===== src/rtl/ctu_sync_pkg.sv =====
// Shared constants, state encoding and config payload for the CTU sync pulse generator.
package ctu_sync_pkg;

  localparam int unsigned RW  = 5;
  localparam int unsigned WCW = 3;
  localparam int unsigned SW  = 2;

  localparam logic [RW-1:0]  DEF_DIV  = RW'(4);
  localparam logic [RW-1:0]  DEF_RXO  = RW'(0);
  localparam logic [RW-1:0]  DEF_TXO  = RW'(2);
  localparam logic [RW-1:0]  MIN_DIV  = RW'(2);
  localparam logic [WCW-1:0] WARM_CYC = WCW'(7);

  typedef enum logic [SW-1:0] {
    ST_IDLE = 2'd0,
    ST_WARM = 2'd1,
    ST_RUN  = 2'd2
  } sync_state_e;

  // One complete set of clock-ratio values as loaded into the active registers.
  typedef struct packed {
    logic [RW-1:0] jdiv;
    logic [RW-1:0] ddiv;
    logic [RW-1:0] rxo;
    logic [RW-1:0] txo;
  } sync_cfg_t;

  // A ratio below the minimum cannot form a period; raise it to the minimum.
  function automatic logic [RW-1:0] clamp_div(input logic [RW-1:0] div);
    return (div < MIN_DIV) ? MIN_DIV : div;
  endfunction

  // An offset outside the period would never match; pin it to the last phase.
  function automatic logic [RW-1:0] clamp_ofs(input logic [RW-1:0] ofs,
                                               input logic [RW-1:0] div);
    return (ofs >= div) ? (div - RW'(1)) : ofs;
  endfunction

  // Legalise a raw request into the values that will actually be loaded.
  function automatic sync_cfg_t load_cfg(input logic [RW-1:0] jd,
                                         input logic [RW-1:0] dd,
                                         input logic [RW-1:0] ro,
                                         input logic [RW-1:0] to);
    sync_cfg_t c;
    c.jdiv = clamp_div(jd);
    c.ddiv = clamp_div(dd);
    c.rxo  = clamp_ofs(ro, c.jdiv);
    c.txo  = clamp_ofs(to, c.jdiv);
    return c;
  endfunction

endpackage


===== src/rtl/ctu_sync_pulse_gen_if.sv =====
// Control, config handshake and sync pulse bundle of the CTU sync pulse generator.
interface ctu_sync_pulse_gen_if
  import ctu_sync_pkg::*;
();

  logic          start_clk;
  logic [RW-1:0] jbus_div;
  logic [RW-1:0] dram_div;
  logic [RW-1:0] rx_ofs;
  logic [RW-1:0] tx_ofs;
  logic          cfg_req;
  logic          cfg_ack;
  logic          ctu_jbus_rx_sync;
  logic          ctu_jbus_tx_sync;
  logic          ctu_dram_tx_sync;
  logic          sync_run;

  // Controller side: sequences the generator and requests ratio changes.
  modport master (
    output start_clk, jbus_div, dram_div, rx_ofs, tx_ofs, cfg_req,
    input  cfg_ack, ctu_jbus_rx_sync, ctu_jbus_tx_sync, ctu_dram_tx_sync, sync_run
  );

  // Generator side.
  modport slave (
    input  start_clk, jbus_div, dram_div, rx_ofs, tx_ofs, cfg_req,
    output cfg_ack, ctu_jbus_rx_sync, ctu_jbus_tx_sync, ctu_dram_tx_sync, sync_run
  );

endinterface


===== src/rtl/ctu_sync_divcnt.sv =====
// Modulo-div phase counter with a registered last-phase flag.
module ctu_sync_divcnt
  import ctu_sync_pkg::*;
(
  input  logic          clk,
  input  logic          rst,
  input  logic          clr,
  input  logic          en,
  input  logic [RW-1:0] div,
  output logic [RW-1:0] cnt,
  output logic          last
);

  logic [RW-1:0] cnt_q, cnt_d;
  logic          last_q, last_d;

  // Next phase; div only changes together with clr, so last can be precomputed.
  always_comb begin
    cnt_d  = cnt_q;
    last_d = last_q;
    if (clr) begin
      cnt_d  = '0;
      last_d = 1'b0;
    end else if (en) begin
      if (last_q) begin
        cnt_d  = '0;
        last_d = 1'b0;
      end else begin
        cnt_d  = cnt_q + RW'(1);
        last_d = (cnt_d == (div - RW'(1)));
      end
    end
  end

  // Phase and last-phase registers.
  always_ff @(posedge clk) begin
    if (rst) begin
      cnt_q  <= '0;
      last_q <= 1'b0;
    end else begin
      cnt_q  <= cnt_d;
      last_q <= last_d;
    end
  end

  assign cnt  = cnt_q;
  assign last = last_q;

endmodule


===== src/rtl/ctu_sync_pulse_gen.sv =====
// Global cmp-domain jbus rx/tx and dram sync pulse generator with ratio-swap handshake.
module ctu_sync_pulse_gen
  import ctu_sync_pkg::*;
(
  input  logic                 cmp_clk,
  input  logic                 rst,
  ctu_sync_pulse_gen_if.slave  bus
);

  localparam logic [SW-1:0] S_IDLE = ST_IDLE;
  localparam logic [SW-1:0] S_WARM = ST_WARM;
  localparam logic [SW-1:0] S_RUN  = ST_RUN;

  logic [SW-1:0]  state_q, state_d;
  logic [WCW-1:0] warm_q, warm_d;
  logic [RW-1:0]  jdiv_q, jdiv_d;
  logic [RW-1:0]  ddiv_q, ddiv_d;
  logic [RW-1:0]  rxo_q, rxo_d;
  logic [RW-1:0]  txo_q, txo_d;
  logic           cfg_ack_q, cfg_ack_d;
  logic           rx_q, rx_d;
  logic           tx_q, tx_d;
  logic           dram_q, dram_d;
  logic           run_q, run_d;

  logic [RW-1:0]  jcnt, dcnt;
  logic           jlast, dlast;
  logic           acc_c, cnt_clr_c, cnt_en_c, pulse_en_c;
  sync_cfg_t      cfg_in_c;

  // Legalised view of the requested ratios.
  always_comb begin
    cfg_in_c = load_cfg(bus.jbus_div, bus.dram_div, bus.rx_ofs, bus.tx_ofs);
  end

  // Accept a request in IDLE at once, otherwise only where both periods end together.
  always_comb begin
    acc_c      = bus.cfg_req && !cfg_ack_q &&
                 ((state_q == S_IDLE) || (jlast && dlast));
    cnt_clr_c  = (state_q == S_IDLE) || !bus.start_clk || acc_c;
    cnt_en_c   = (state_q != S_IDLE);
    pulse_en_c = (state_q == S_RUN) && bus.start_clk;
  end

  ctu_sync_divcnt u_jcnt (
    .clk  (cmp_clk),
    .rst  (rst),
    .clr  (cnt_clr_c),
    .en   (cnt_en_c),
    .div  (jdiv_q),
    .cnt  (jcnt),
    .last (jlast)
  );

  ctu_sync_divcnt u_dcnt (
    .clk  (cmp_clk),
    .rst  (rst),
    .clr  (cnt_clr_c),
    .en   (cnt_en_c),
    .div  (ddiv_q),
    .cnt  (dcnt),
    .last (dlast)
  );

  // Start / warm-up / run sequencing; dropping start_clk wins from any state.
  always_comb begin
    state_d = state_q;
    warm_d  = warm_q;
    case (state_q)
      S_IDLE: begin
        warm_d = '0;
        if (bus.start_clk) state_d = S_WARM;
      end
      S_WARM: begin
        if (warm_q == WARM_CYC) state_d = S_RUN;
        else                    warm_d  = warm_q + WCW'(1);
      end
      S_RUN:   state_d = S_RUN;
      default: state_d = S_IDLE;
    endcase
    if (!bus.start_clk) begin
      state_d = S_IDLE;
      warm_d  = '0;
    end
  end

  // Active ratio registers swap only on an accepted request.
  always_comb begin
    jdiv_d    = jdiv_q;
    ddiv_d    = ddiv_q;
    rxo_d     = rxo_q;
    txo_d     = txo_q;
    cfg_ack_d = acc_c;
    if (acc_c) begin
      jdiv_d = cfg_in_c.jdiv;
      ddiv_d = cfg_in_c.ddiv;
      rxo_d  = cfg_in_c.rxo;
      txo_d  = cfg_in_c.txo;
    end
  end

  // Pulses fire one cycle after the phase match, only while running.
  always_comb begin
    rx_d   = pulse_en_c && (jcnt == rxo_q);
    tx_d   = pulse_en_c && (jcnt == txo_q);
    dram_d = pulse_en_c && dlast;
    run_d  = (state_d == S_RUN);
  end

  // State, config and output registers.
  always_ff @(posedge cmp_clk) begin
    if (rst) begin
      state_q   <= S_IDLE;
      warm_q    <= '0;
      jdiv_q    <= DEF_DIV;
      ddiv_q    <= DEF_DIV;
      rxo_q     <= DEF_RXO;
      txo_q     <= DEF_TXO;
      cfg_ack_q <= 1'b0;
      rx_q      <= 1'b0;
      tx_q      <= 1'b0;
      dram_q    <= 1'b0;
      run_q     <= 1'b0;
    end else begin
      state_q   <= state_d;
      warm_q    <= warm_d;
      jdiv_q    <= jdiv_d;
      ddiv_q    <= ddiv_d;
      rxo_q     <= rxo_d;
      txo_q     <= txo_d;
      cfg_ack_q <= cfg_ack_d;
      rx_q      <= rx_d;
      tx_q      <= tx_d;
      dram_q    <= dram_d;
      run_q     <= run_d;
    end
  end

  assign bus.cfg_ack          = cfg_ack_q;
  assign bus.ctu_jbus_rx_sync = rx_q;
  assign bus.ctu_jbus_tx_sync = tx_q;
  assign bus.ctu_dram_tx_sync = dram_q;
  assign bus.sync_run         = run_q;

endmodule


===== src/flat_wrapper.sv =====
// flat-port wrapper written by rule: the top's interface ports become plain ports
module ctu_sync_pulse_gen_flat import ctu_sync_pkg::*;
  (cmp_clk, rst, bus_start_clk, bus_jbus_div, bus_dram_div, bus_rx_ofs, bus_tx_ofs, bus_cfg_req, bus_cfg_ack, bus_ctu_jbus_rx_sync, bus_ctu_jbus_tx_sync, bus_ctu_dram_tx_sync, bus_sync_run);
  ctu_sync_pulse_gen_if bus_i ();
  input  logic cmp_clk;
  input  logic rst;
  input wire logic [$bits(bus_i.start_clk)-1:0] bus_start_clk;
  input wire logic [$bits(bus_i.jbus_div)-1:0] bus_jbus_div;
  input wire logic [$bits(bus_i.dram_div)-1:0] bus_dram_div;
  input wire logic [$bits(bus_i.rx_ofs)-1:0] bus_rx_ofs;
  input wire logic [$bits(bus_i.tx_ofs)-1:0] bus_tx_ofs;
  input wire logic [$bits(bus_i.cfg_req)-1:0] bus_cfg_req;
  output wire logic [$bits(bus_i.cfg_ack)-1:0] bus_cfg_ack;
  output wire logic [$bits(bus_i.ctu_jbus_rx_sync)-1:0] bus_ctu_jbus_rx_sync;
  output wire logic [$bits(bus_i.ctu_jbus_tx_sync)-1:0] bus_ctu_jbus_tx_sync;
  output wire logic [$bits(bus_i.ctu_dram_tx_sync)-1:0] bus_ctu_dram_tx_sync;
  output wire logic [$bits(bus_i.sync_run)-1:0] bus_sync_run;
  assign bus_i.start_clk = bus_start_clk;
  assign bus_i.jbus_div = bus_jbus_div;
  assign bus_i.dram_div = bus_dram_div;
  assign bus_i.rx_ofs = bus_rx_ofs;
  assign bus_i.tx_ofs = bus_tx_ofs;
  assign bus_i.cfg_req = bus_cfg_req;
  assign bus_cfg_ack = bus_i.cfg_ack;
  assign bus_ctu_jbus_rx_sync = bus_i.ctu_jbus_rx_sync;
  assign bus_ctu_jbus_tx_sync = bus_i.ctu_jbus_tx_sync;
  assign bus_ctu_dram_tx_sync = bus_i.ctu_dram_tx_sync;
  assign bus_sync_run = bus_i.sync_run;
  ctu_sync_pulse_gen u_core (.cmp_clk(cmp_clk), .rst(rst), .bus(bus_i));
endmodule

===== config.mk =====
export PLATFORM = sky130hd
export DESIGN_NAME = ctu_sync_pulse_gen_flat
export DESIGN_NICKNAME = d
export VERILOG_FILES = /design/src/rtl/ctu_sync_pkg.sv /design/src/rtl/ctu_sync_pulse_gen_if.sv /design/src/rtl/ctu_sync_divcnt.sv /design/src/rtl/ctu_sync_pulse_gen.sv /design/src/flat_wrapper.sv
export SDC_FILE = /design/constraint.sdc
export NUM_CORES = 1
export LEC_CHECK = 0
export ABC_CLOCK_PERIOD_IN_PS = 3000
export BUFFER_PORTS_ARGS = -buffer_cell sky130_fd_sc_hd__buf_2
export CAP_MARGIN = 20
export CORE_UTILIZATION = 50
export DETAILED_ROUTE_END_ITERATION = 7
export GPL_TIMING_DRIVEN = 0
export PLACE_DENSITY = 0.74
export SYNTH_ARGS = -nofsm -noshare
export SYNTH_HDL_FRONTEND = slang
export SYNTH_HIERARCHICAL = 1
export SYNTH_SLANG_ARGS = --single-unit

===== constraint.sdc =====
create_clock -name cmp_clk -period 3 [get_ports cmp_clk]
set_input_delay 0.3 -clock cmp_clk [delete_from_list [all_inputs] [get_ports cmp_clk]]
set_output_delay 0.3 -clock cmp_clk [all_outputs]
set_load 0.01 [all_outputs]

* After elaboration in Yosys (flattened, before gate mapping)
Index checks and enable logic that the tools add are counted.
Storage, ports and cells: bits in registers 42, input bits 24, word-level logic and storage cells 66, output and inout port bits 5
Operators by class: bitwise operators 1, add/sub/neg operators 6, mux-type cells 13, order comparisons 4, reductions and logical operators 18, equal/unequal tests 9
Operators by type and width (number):
- $mux W5 | 6
- $eq A5 B5 Y1 | 4
- $sub A5 B1 Y5 const B | 3
- $add A5 B1 Y5 const B | 2
- $ge A5 B5 Y1 | 2
- $lt A5 B2 Y1 const B | 2
- $logic_and A1 B1 Y1 | 7
- $pmux W2 S3 | 1
- $pmux W3 S2 | 1
- $eq A2 B2 Y1 const B | 2
- $mux W2 | 2
- $reduce_bool A2 Y1 | 2
- $reduce_or A2 Y1 | 2
- $add A3 B1 Y3 const B | 1
- $eq A3 B3 Y1 const B | 1
- $logic_or A1 B1 Y1 | 3
- $mux W3 | 1
- $eq A2 B1 Y1 const B | 1
- $logic_not A1 Y1 | 2
- $logic_not A2 Y1 | 1
- $mux W1 | 2
- $ne A2 B2 Y1 const B | 1
- $reduce_and A2 Y1 | 1
- $not A1 Y1 | 1

* Depth between registers and ports, before layout
Gate-level depths: netlist of run 1.
word-level depth 5, depth in mapped cells 11, mapped depth without buffers 9

* Modules after synthesis
Netlist of run 1, hierarchy kept.
By module, submodules not included:
- ctu_sync_pulse_gen | cells each 199, sequential area each 600.6 sq um, area an instance 1682.9 sq um, times used 1
- ctu_sync_divcnt | cells each 45, sequential area each 120.1 sq um, area an instance 390.4 sq um, times used 2

* Least setup slack after synthesis of run 1
OpenSTA, ideal clock, no wires.
kind input -> register, start in bus_jbus_div[2], end reg u_core.rxo_q[2], stages on the path 10, data arrival time 2.253 ns, required time 2.873 ns, path buffers 1, slack 0.620 ns, library setup time 0.127 ns, cell sequence or3_1 -> buf_6 -> o21ai_1 -> inv_1 -> ha_1 -> nand2b_1 -> a21oi_1 -> o31ai_2 -> a2bb2oi_1 -> o21ai_1
RTL lines:
- start: declaration | line flat_wrapper.sv:8 | input wire logic [$bits(bus_i.jbus_div)-1:0] bus_jbus_div;
- end signal: assignment | line ctu_sync_pulse_gen.sv:129 | rxo_q <= rxo_d;
- end: declaration | line ctu_sync_pulse_gen.sv:18 | logic [RW-1:0] rxo_q, rxo_d;

* Worst setup path after layout of run 1
start reg u_core.state_q[1], end reg u_core.u_jcnt.last_q, in the netlist u_core/u_jcnt/last
On the way: cells in the longest elaborated chain, start to end 5, elaborated cells on any way between the ends 7, those cells by class reduce/logical (7)
RTL lines:
- start: declaration | line ctu_sync_pulse_gen.sv:14 | logic [SW-1:0] state_q, state_d;
- start signal: assignment | line ctu_sync_pulse_gen.sv:125 | state_q <= state_d;
- $logic_not A2 Y1 * | line ctu_sync_pulse_gen.sv:39, ctu_sync_pulse_gen.sv:40
- $logic_or A1 B1 Y1 | line ctu_sync_pulse_gen.sv:39 | ((state_q == S_IDLE) || (jlast && dlast));
- $logic_and A1 B1 Y1 | line ctu_sync_pulse_gen.sv:38 | acc_c = bus.cfg_req && !cfg_ack_q &&
- $logic_or A1 B1 Y1 * | line ctu_sync_pulse_gen.sv:40 | cnt_clr_c = (state_q == S_IDLE) || !bus.start_clk || acc_c;
- named net u_core.cnt_clr_c | line ctu_sync_pulse_gen.sv:28 | logic acc_c, cnt_clr_c, cnt_en_c, pulse_en_c;
- $reduce_or A2 Y1 (no source line) *
- end signal: assignment | line ctu_sync_divcnt.sv:42 | last_q <= last_d;
- end: declaration | line ctu_sync_divcnt.sv:15 | logic last_q, last_d;
The timed path passes the listed nets; every way through them passes the cells marked *. A chain may end at the register's enable or synchronous reset.

==> results.md, run 1 <==
* Status: finished, final reports clean
* Area of the die at 5210 um^2
* Post-Synth Simple-Gate Area at 23.2%
* Pwr Density at 423 nW/um^2
* Top-count cell post-synth: dfxtp_1
* Total wire length at 5070 um
* Layout net count at 361
* Hold buffer count at cts at 0
* Final non-filler cell area at 2760 um^2
* Skew final at 0.00934 ns
* Clock tree sinks at 42
* Routability congestion estimate at 0.899
* Synth top area share at 34.1%
* Post-synthesis mux area share at 1.63%
* Reg2Reg Depth at 9
* Post-CTS setup buffers at 0
* CP arrival at 2.80 ns
* Worst slack at placement at 0.207 ns
* Via/cell ratio at 5.39
* CP max FO at 10
* Tmin final at 2.60 ns
* DR pass1 iterations at 4
* Synthesis Warnings at 6
* Post-Synth Adder-Cell Area at 7.11%
* Cts bufs inserted at 5
* Max_slew headroom at 59.4%
* Clock Latency Late Sink at 0.29 ns
* Share of layout cells above drive strength 1 at 14.9%
* Top cells by count, synth: dfxtp_1, nor2_1, xnor2_1
* Worst-Margin Slew at 0.607 ns
* Post-synth top flop: dfxtp_1
* Maximum VDD drop at 0.276 mV
* Post-Synth XOR/XNOR Area at 12.0%
* Final slew viol count at 0
* DP HPWL at 3910 um
* Reg area at 841 um^2
* Crit. Startpoint: u_core/state_q[1]
* WHS Path Cells at 3
* I/O pins at 29
* Fmax at 0.385 GHz
* ANT cells at 0
* Die Height at 72.2 um
* Filler instances at 442
* Largest family of logic cells by synthesized area: simple AND/OR/NAND/NOR gates
* Port Buffers at 27
* Async SR Flop Fraction at 0%
* Final setup margin at 0.402 ns
* Initial DRC Count at 88
* Largest net degree at the start of global routing at 13
* Final ANT Viol Nets at 0
* Mapped cell area at 2460 um^2
* Worst setup path class: flip-flop to flip-flop
* RSZ-0062 raised after global routing: no
* Clk buf depth at 2
* H-tree depth at 2
* Synth Area in Compound Gates at 17.4%
* Worst r2r src: u_core/state_q[1]
* PostCTS Resize Cnt at 0
* Synth Register Bits at 42
* Reg2Reg Setup Slack at 0.40 ns
* Endpoints failing setup at 0
* DR WL/cell at 13.0 um
* # DRC at 0
* Root Driver: clkbuf_8
* Post-Syn Nets at 327
* Setup TNS at 0 ns
* FF-to-FF End: u_core/u_jcnt/last
* Footprint of the multi-input gates at 1510 um^2
* End point of the critical path: u_core/u_jcnt/last
* Syn Inst Count at 289
* Core region area at 4720 um^2
* CTS tree: built
* HP Class: input port to flip-flop
* Cell taking the most area after synthesis: dfxtp_1
* Via Count at 2102
* Global-route wire length before repair at 8650 um
* Syn Area/Cell at 8.52 um^2
* Netlist cell types at 51
* Tot GR Track Use at 21.4%
* Synth top area cells: dfxtp_1, xnor2_1, ha_1, nor2_1, nand2_1
* Critical path startpoint category: flip-flop
* Max cap viols at 0
* Vias in the first global route at 1850
* Post-synth EDFFs at 0
* Clock transition at path regs at 0.08 ns
* Worst Path Required at 3.20 ns
* FP Rows at 25
* Grt ovf at 0
* Area Growth Syn to Fin at 12.1%
* Final Hold Viols at 0
* Initial Utilization at 52.2%
* Fin crit share at 86.6%
* Die X at 72.2 um
* Setup crit end kind: flip-flop
* Worst hold slack at 0.241 ns
* Sequential share of the synthesized area at 34.1%
* Post-Place Cell Area at 2680 um^2
* LEAKAGE at 1.08 nW
* Antenna violations before repair at 0
==> state kept, by name, indices dropped and copies added, names as in the netlist, 2 cells and up <==
signal	flops
u_core/ddiv_q	5
u_core/rxo_q	5
u_core/state_q	2
u_core/jdiv_q	5
u_core/u_dcnt/cnt	5
u_core/u_jcnt/cnt	5
u_core/txo_q	5
u_core/warm_q	3
==> worst max-delay path, stage by stage (launching register included) <==
cell	delay, ns
dfxtp_1	0.41
a2bb2oi_1	0.29
or3b_1	0.15
buf_2	0.18
clkbuf_1	0.40
nand3_1	0.14
or2_1	0.24
clkbuf_1	0.18
nand4b_1	0.22
o32ai_1	0.30
==> power by group <==
group	switching (W)	internal [W]	total [W]
clock network	0.000179	0.000159	0.000339
registers	0.0000203	0.000581	0.000601
logic	0.000123	0.000105	0.000228
total	0.000323	0.000845	0.00117
==> stage by stage <==
stage,instances,total power (W),util [%]
2_1_floorplan,289,0.000779,-
3_3_place_gp,383,0.000835,56.8
3_5_place_dp,383,0.000841,56.8
4_1_cts,390,0.00118,58.5
5_1_grt,390,0.00123,58.5
6_report,390,0.00117,58.5
==> how the worst min path moves through the flow <==
stage                      from                  to
2_1_floorplan               rst  u_core/bus.cfg_ack
5_1_grt         bus_dram_div[2]    u_core/ddiv_q[2]
3_3_place_gp   u_core/ddiv_q[4]    u_core/ddiv_q[4]
6_report        bus_dram_div[2]    u_core/ddiv_q[2]
3_5_place_dp   u_core/ddiv_q[4]    u_core/ddiv_q[4]
4_1_cts         bus_dram_div[2]    u_core/ddiv_q[2]
==> cells by family after synthesis <==
family | count (synthesis)
flip-flops | 42
multiplexers | 4
AO/OA/AOI/OAI | 60
XOR/XNOR | 32
AND/OR/NAND/NOR | 111
adder cells (fa/ha/maj) | 14
buffers and inverters | 26
==> per-layer routing <==
layer  routed length (um)  global-route usage [%]  share of wire, %
met1                 2500                    28.5                49
met5                    0                       0                 0
met2                 2340                    34.0                46
met4                   92                    7.41               1.8
met3                  144                    4.86               2.8
==> area by class of cell <==
| cell class | count | area share [%] |
|---|---|---|
| flip-flops and latches | 42 | 30.4 |
| plain buffers | 11 | 1.99 |
| clock inverters | 1 | 0.272 |
| repair buffers | 27 | 4.89 |
| clock buffers | 6 | 2.63 |
| well taps | 67 | 3.03 |
| inverters | 15 | 2.04 |
| multi-input cells | 221 | 54.7 |
==> cells in the final DEF (no fill, tap or decap), types with 3 or more instances in the layout <==
cell type | Yosys | final
nand3_1 | 8 | 8
a22oi_1 | 9 | 9
o21ai_1 | 6 | 6
dfxtp_1 | 42 | 42
nand2b_1 | 7 | 7
buf_2 | 2 | 29
clkbuf_8 | 0 | 5
inv_1 | 14 | 14
nand3b_1 | 7 | 7
nor3b_1 | 3 | 3
nor3_1 | 12 | 12
nand4b_1 | 4 | 4
nand2_1 | 25 | 25
xnor2_1 | 26 | 26
clkbuf_1 | 7 | 8
nor2_1 | 29 | 29
a21o_1 | 4 | 4
a21oi_1 | 15 | 15
ha_1 | 14 | 14
xor2_1 | 4 | 4
mux2i_1 | 4 | 4
o21ai_0 | 5 | 5
a2bb2oi_1 | 3 | 3
Note: power is estimated with default switching activity, not from simulation.
==> inputs of run 2 (changes only) <==
Settings changed: ABC_CLOCK_PERIOD_IN_PS 3000 to 2090, CORE_UTILIZATION 50 to 45, PLACE_DENSITY 0.74 to 0.71.
Clock period 3 ns to 2.09 ns, I/O delays scaled along.
==> run 2 against run 1 <==
Against the previous run: sequential cell count stayed put; sequential share of layout area shrank 1.5 points; sequential power up 43%; worst setup slack lost 0.35 ns; via count grew 0.86%; total power up 49%.
==> results.md, run 2 (synthesis gave the netlist of run 1 again) <==
* Die X at 76.0 um (+5.3%)
* Crit. Startpoint: bus_jbus_div[3]
* Root Driver: clkbuf_8
* I/O pins at 29 (unchanged)
* Hold buffer count at cts at 0 (unchanged)
* Die Height at 76.0 um (+5.3%)
* FP Rows at 26 (+4.0%)
* Met1 global-route usage at 23.5% (-5.0 points)
* Fin crit share at 97.7%
* Initial Utilization at 47.3% (-4.8 points)
* Skew final at 0.00519 ns (-0.00415 ns)
* Grt ovf at 0 (unchanged)
* Cts bufs inserted at 5 (unchanged)
* CP max FO at 9 (-1)
* HP Class: input port to flip-flop
* Most common cell after layout, fill and taps aside: dfxtp_1
* Setup crit end kind: flip-flop
* ANT cells at 0 (unchanged)
* Worst r2r src: u_core/state_q[0]
* CTS tree: built
* Final Hold Viols at 0 (unchanged)
* Tmin final at 2.04 ns
* Total wire length at 5360 um (+5.7%)
* Met3 Usage GRT at 3.71% (-1.1 points)
* Maximum VDD drop at 0.314 mV (+14%)
* Endpoints failing setup at 0 (unchanged)
* DR WL/cell at 13.7 um (+5.2%)
* Commonest cells after routing, fill and taps aside: dfxtp_1, nor2_1, buf_2, xnor2_1, nand2_1
* Clock transition at path regs at 0.07 ns (about the same)
* Worst-Margin Slew at 0.599 ns (-0.00733 ns)
* Via/cell ratio at 5.41 (+0.34%)
* Antenna violations before repair at 0 (unchanged)
* Global-route wire length before repair at 8680 um (+0.32%)
* Max_slew headroom at 59.9% (+0.49 points)
* Reg2Reg Depth at 8 (-1)
* GRT Max-Usage Layer: met2
* H-tree depth at 2 (unchanged)
* Max cap viols at 0 (unchanged)
* DR pass1 iterations at 4 (unchanged)
* Setup TNS at 0 ns (unchanged)
* Met2 Resource Use GR at 31.3% (-2.7 points)
* Routability congestion estimate at 0.857 (-4.7%)
* DP HPWL at 4090 um (+4.4%)
* Vias in the first global route at 1892 (+2.3%)
* Largest net degree at the start of global routing at 12 (-1)
* Port Buffers at 27 (unchanged)
* CP arrival at 2.20 ns (-0.60 ns)
* Status: finished, final reports clean
* Area Growth Syn to Fin at 19.1%
* Dpl cells at 386 (+0.78%)
* Clk buf depth at 2 (unchanged)
* Clock Latency Late Sink at 0.29 ns (about the same)
* Worst Path Required at 2.25 ns (-0.95 ns)
* WHS Path Cells at 3 (unchanged)
* Worst setup path class: input port to flip-flop
* Hold path start: bus_dram_div[2]
* Share of layout cells above drive strength 1 at 21.7% (+6.9 points)
* Critical path startpoint category: input port
* Worst slack at placement at -0.346 ns (-0.552 ns)
* Final setup margin at 0.0488 ns (-0.353 ns)
* Via Count at 2120 (+0.86%)
* Initial DRC Count at 162 (+84%)
* Tot GR Track Use at 18.6% (-2.8 points)
* Area of the die at 5770 um^2 (+11%)
* Clock tree sinks at 42 (unchanged)
* Final slew viol count at 0 (unchanged)
* Core region area at 5200 um^2 (+10%)
* Pwr Density at 593 nW/um^2 (+40%)
* Layout net count at 361 (unchanged)
* Final ANT Viol Nets at 0 (unchanged)
* LEAKAGE at 1.14 nW (+5.8%)
* Cell Count, Final, Fillers Out at 392 (+0.51%)
* Fmax at 0.490 GHz
* # DRC at 0 (unchanged)
-- run 2: cell type report --
cell class / count / area, um^2
Buffer: 9 / 63.8
Timing Repair Buffer: 29 / 159
Sequential cell: 42 / 850
Inverter: 15 / 56.3
Tap cell: 70 / 87.6
Multi-Input combinational cell: 221 / 1640
Clock buffer: 6 / 82.6
Fill cell: 488 / 2270
-- run 2: through the flow --
stage | hold slack [ns] | utilization [%] | cell area (um^2) | total power [W]
floorplan | 0.304 | - | 2490 | 0.00112
detailed placement | 0.454 | 52.1 | 2710 | 0.00121
CTS | 0.146 | 54.2 | 2820 | 0.00172
global placement | 0.449 | 52.1 | 2710 | 0.00121
global route | 0.149 | 56.4 | 2940 | 0.00183
finish | 0.153 | 56.4 | 2940 | 0.00174
-- run 2: path summary, 6_finish.rpt --
check,slack (ns),endpoint
hold reg to reg,0.47,u_core/ddiv_q[4]
hold / removal,0.15,u_core/ddiv_q[2]
setup / recovery,0.05,u_core/txo_q[3]
setup reg to reg,0.11,u_core/u_dcnt/last
-- run 2: layer usage --
metal	part of all wire (%)	vias to the layer above
met5	0	-
met4	1.3	0
met3	3.6	4
met2	48	54
met1	47	979
li1	-	1083
-- run 2: critical path, stage by stage --
cell and delay (ns):
buf_4 0.14, or3_4 0.36, buf_6 0.13, o21ai_4 0.15, inv_2 0.07, ha_1 0.28
nand2b_4 0.12, a21oi_1 0.04, o311a_1 0.30, buf_6 0.14, a31oi_2 0.18, o21ai_1 0.07
-- run 2: what timing repair did --
item	in CTS	in global routing
buffers inserted	0	2
pin swaps	0	10
resized for setup	8	21
setup endpoints to repair	4	12
-- run 2: report_power, final --
part	switching (W)	total [W]	internal, W
registers	0.0000292	0.000862	0.000832
logic	0.000195	0.000370	0.000175
clock network	0.000255	0.000509	0.000255
==> inputs of run 3 (changes only) <==
Settings changed: BUFFER_PORTS_ARGS -buffer_cell sky130_fd_sc_hd__buf_2 to unset, CORE_MARGIN set to 8, DONT_BUFFER_PORTS set to 1, PLACE_DENSITY 0.71 to 0.66.
==> run 3 against run 2 <==
Against the previous run: worst setup slack better by 0.056 ns; non-clock buffer count is 29 lower; combinational power is 17% lower; register-to-register slack hardly changed; total power is 2.1% lower; hold slack worse by 0.14 ns; clock-buffer cell count is 1 higher; cell count is 6.4% lower.
==> results.md, run 3 (synthesis gave the netlist of run 1 again) <==
* Setup TNS at 0 ns (unchanged)
* Initial Utilization at 45.6% (-1.8 points)
* Sw Share at 26.9% (-0.58 points)
* Worst setup path class: flip-flop to flip-flop
* FF-to-FF End: u_core/u_dcnt/last
* Antenna violations before repair at 0 (unchanged)
* H-tree depth at 2 (unchanged)
* Critical path startpoint category: flip-flop
* Reg power frac at 50.6% (+1.1 points)
* Maximum VDD drop at 0.337 mV (+7.4%)
* Tot GR Track Use at 13.3% (-5.3 points)
* Worst Path Required at 2.29 ns (+0.04 ns)
* Pwr Density at 626 nW/um^2 (+5.6%)
* Final Hold Viols at 0 (unchanged)
* FP Rows at 27 (+3.8%)
* Skew final at 0.00372 ns (-0.00147 ns)
* Share of layout cells above drive strength 1 at 11.5% (-10 points)
* Final ANT Viol Nets at 0 (unchanged)
* Via/cell ratio at 5.52 (+2.1%)
* Root Driver: clkbuf_8
* DP HPWL at 4200 um (+2.7%)
* Internal at 0.00125 W (-1.4%)
* ANT cells at 0 (unchanged)
* Grt ovf at 0 (unchanged)
* Worst-Margin Slew at 0.544 ns (-0.0558 ns)
* Max cap viols at 0 (unchanged)
* Routability congestion estimate at 0.847 (-1.1%)
* Hold buffer count at cts at 0 (unchanged)
* Fmax at 0.504 GHz (+2.8%)
* Die X at 90.0 um (+18%)
* Reg2Reg Depth at 8 (unchanged)
* Global-route wire length before repair at 9000 um (+3.7%)
* Largest net degree at the start of global routing at 13 (+1)
* Cts bufs inserted at 5 (unchanged)
* Via Count at 2027 (-4.4%)
* Clock Latency Late Sink at 0.29 ns (about the same)
* # DRC at 0 (unchanged)
* CP arrival at 2.18 ns (-0.02 ns)
* Max stage delay cell, worst path: dfxtp_4
* Layout net count at 332 (-8.0%)
* Endpoints failing setup at 0 (unchanged)
* Worst r2r src: u_core/state_q[0]
* Clk buf depth at 2 (unchanged)
* Setup crit end kind: flip-flop
* Worst-path cell chain: a2bb2oi_4 -> or3b_1 -> buf_4 -> clkbuf_8 -> nand3_1 -> or2_4 -> nand4b_1 -> o32ai_1
* Fin crit share at 95.0% (-2.7 points)
* Final slew viol count at 0 (unchanged)
* Initial DRC Count at 77 (-52%)
* CTS tree: built
* Clock transition at path regs at 0.08 ns (about the same)
* Area of the die at 8100 um^2 (+40%)
* HP Class: input port to flip-flop
* Total power at 0.00170 W (-2.1%)
* Crit. Startpoint: u_core/state_q[0]
* Status: finished, final reports clean
* Max_slew headroom at 63.6% (+3.7 points)
* Core region area at 5410 um^2 (+3.8%)
* Post-layout util at 50.3% (-6.1 points)
* Reg2Reg Setup Slack at 0.10 ns (about the same)
* LEAKAGE at 1.00 nW (-12%)
* End point of the critical path: u_core/u_dcnt/last
* Worst hold slack at 0.0166 ns (-0.137 ns)
* DR WL/cell at 14.6 um (+7.1%)
* Total wire length at 5380 um (+0.28%)
* Die Height at 90.0 um (+18%)
* RSZ-0062 raised after global routing: no
* Commonest cells after routing, fill and taps aside: dfxtp_1, nor2_1, xnor2_1, nand2_1
* CP max FO at 10 (+1)
* DR pass1 iterations at 4 (unchanged)
* Port Buffers at 0 (-100%)
* Clock share of power at 31.3% (+2.0 points)
* Clock tree sinks at 42 (unchanged)
* Area Growth Syn to Fin at 10.4%
* Logic pwr share at 18.0% (-3.2 points)
* Most common cell after layout, fill and taps aside: dfxtp_1
* Vias in the first global route at 1931 (+2.1%)
* Tmin final at 1.99 ns (-0.0558 ns)
* Slowest stage delay, CP at 0.38 ns (+0.02 ns)
* Psw at 0.000459 W (-4.2%)
* I/O pins at 29 (unchanged)
==> run 3: cell types whose count changed in the layout (fill, tap and decap cells not counted), moves of 2 or more <==
cell,previous run,this run
o221ai_2,2,0
o221ai_1,0,2
buf_4,4,2
buf_6,3,1
buf_2,26,1
==> run 3: final cells by class <==
class | count | area, um^2
multi-input cells | 221 | 1570
clock buffers | 7 | 86.3
well taps | 72 | 90.1
inverters | 15 | 56.3
plain buffers | 9 | 60.1
clock inverters | 1 | 5.00
fillers | 522 | 2690
flip-flops and latches | 42 | 850
==> run 3: stage by stage <==
step	setup WS, ns	cell area [um^2]	cells
2_1_floorplan	-0.0145	2490	289
5_1_grt	0.00155	2720	367
4_1_cts	0.000812	2700	368
6_report	0.105	2720	367
3_3_place_gp	-0.305	2580	361
3_5_place_dp	-0.358	2580	361
==> run 3: worst max-delay path: cells and delay by family (launching register included) <==
kind            cells  cell delay, ns
simple gates        4            0.71
compound gates      2            0.47
buf+inv             2            0.33
flops               1            0.38
==> run 3: what timing repair did <==
action                                  4_1_cts  5_1_grt
gates resized for setup                       8        6
pin swaps                                     0        2
setup buffers                                 0        0
gates cloned                                  0        0
endpoints found under the setup margin        2        4
==> run 3: power groups by stage <==
stage               clock network [W]  registers [W]  logic (W)
global placement                    0       0.000882   0.000292
global route                 0.000579       0.000868   0.000342
detailed placement                  0       0.000883   0.000296
finish                       0.000533       0.000863   0.000308
floorplan                           0       0.000875   0.000250
CTS                          0.000545       0.000864   0.000301
==> run 3: worst min path at each step <==
stage                     start                 end  slack, ns  cells past startpoint
after global placement      rst  u_core/bus.cfg_ack       0.33                      1
after floorplan             rst  u_core/bus.cfg_ack       0.30                      1
after CTS                   rst  u_core/bus.cfg_ack       0.01                      1
after detailed placement    rst  u_core/bus.cfg_ack       0.32                      1
after global routing        rst  u_core/bus.cfg_ack      0.006                      1
final                       rst  u_core/bus.cfg_ack       0.02                      1
==> run 3: routing by layer <==
metal  share of wire (%)  global-route usage [%]
met1                  44                    15.4
met4                 2.1                    4.99
met3                 7.5                    5.24
met2                  46                    21.5
met5                   0                       0
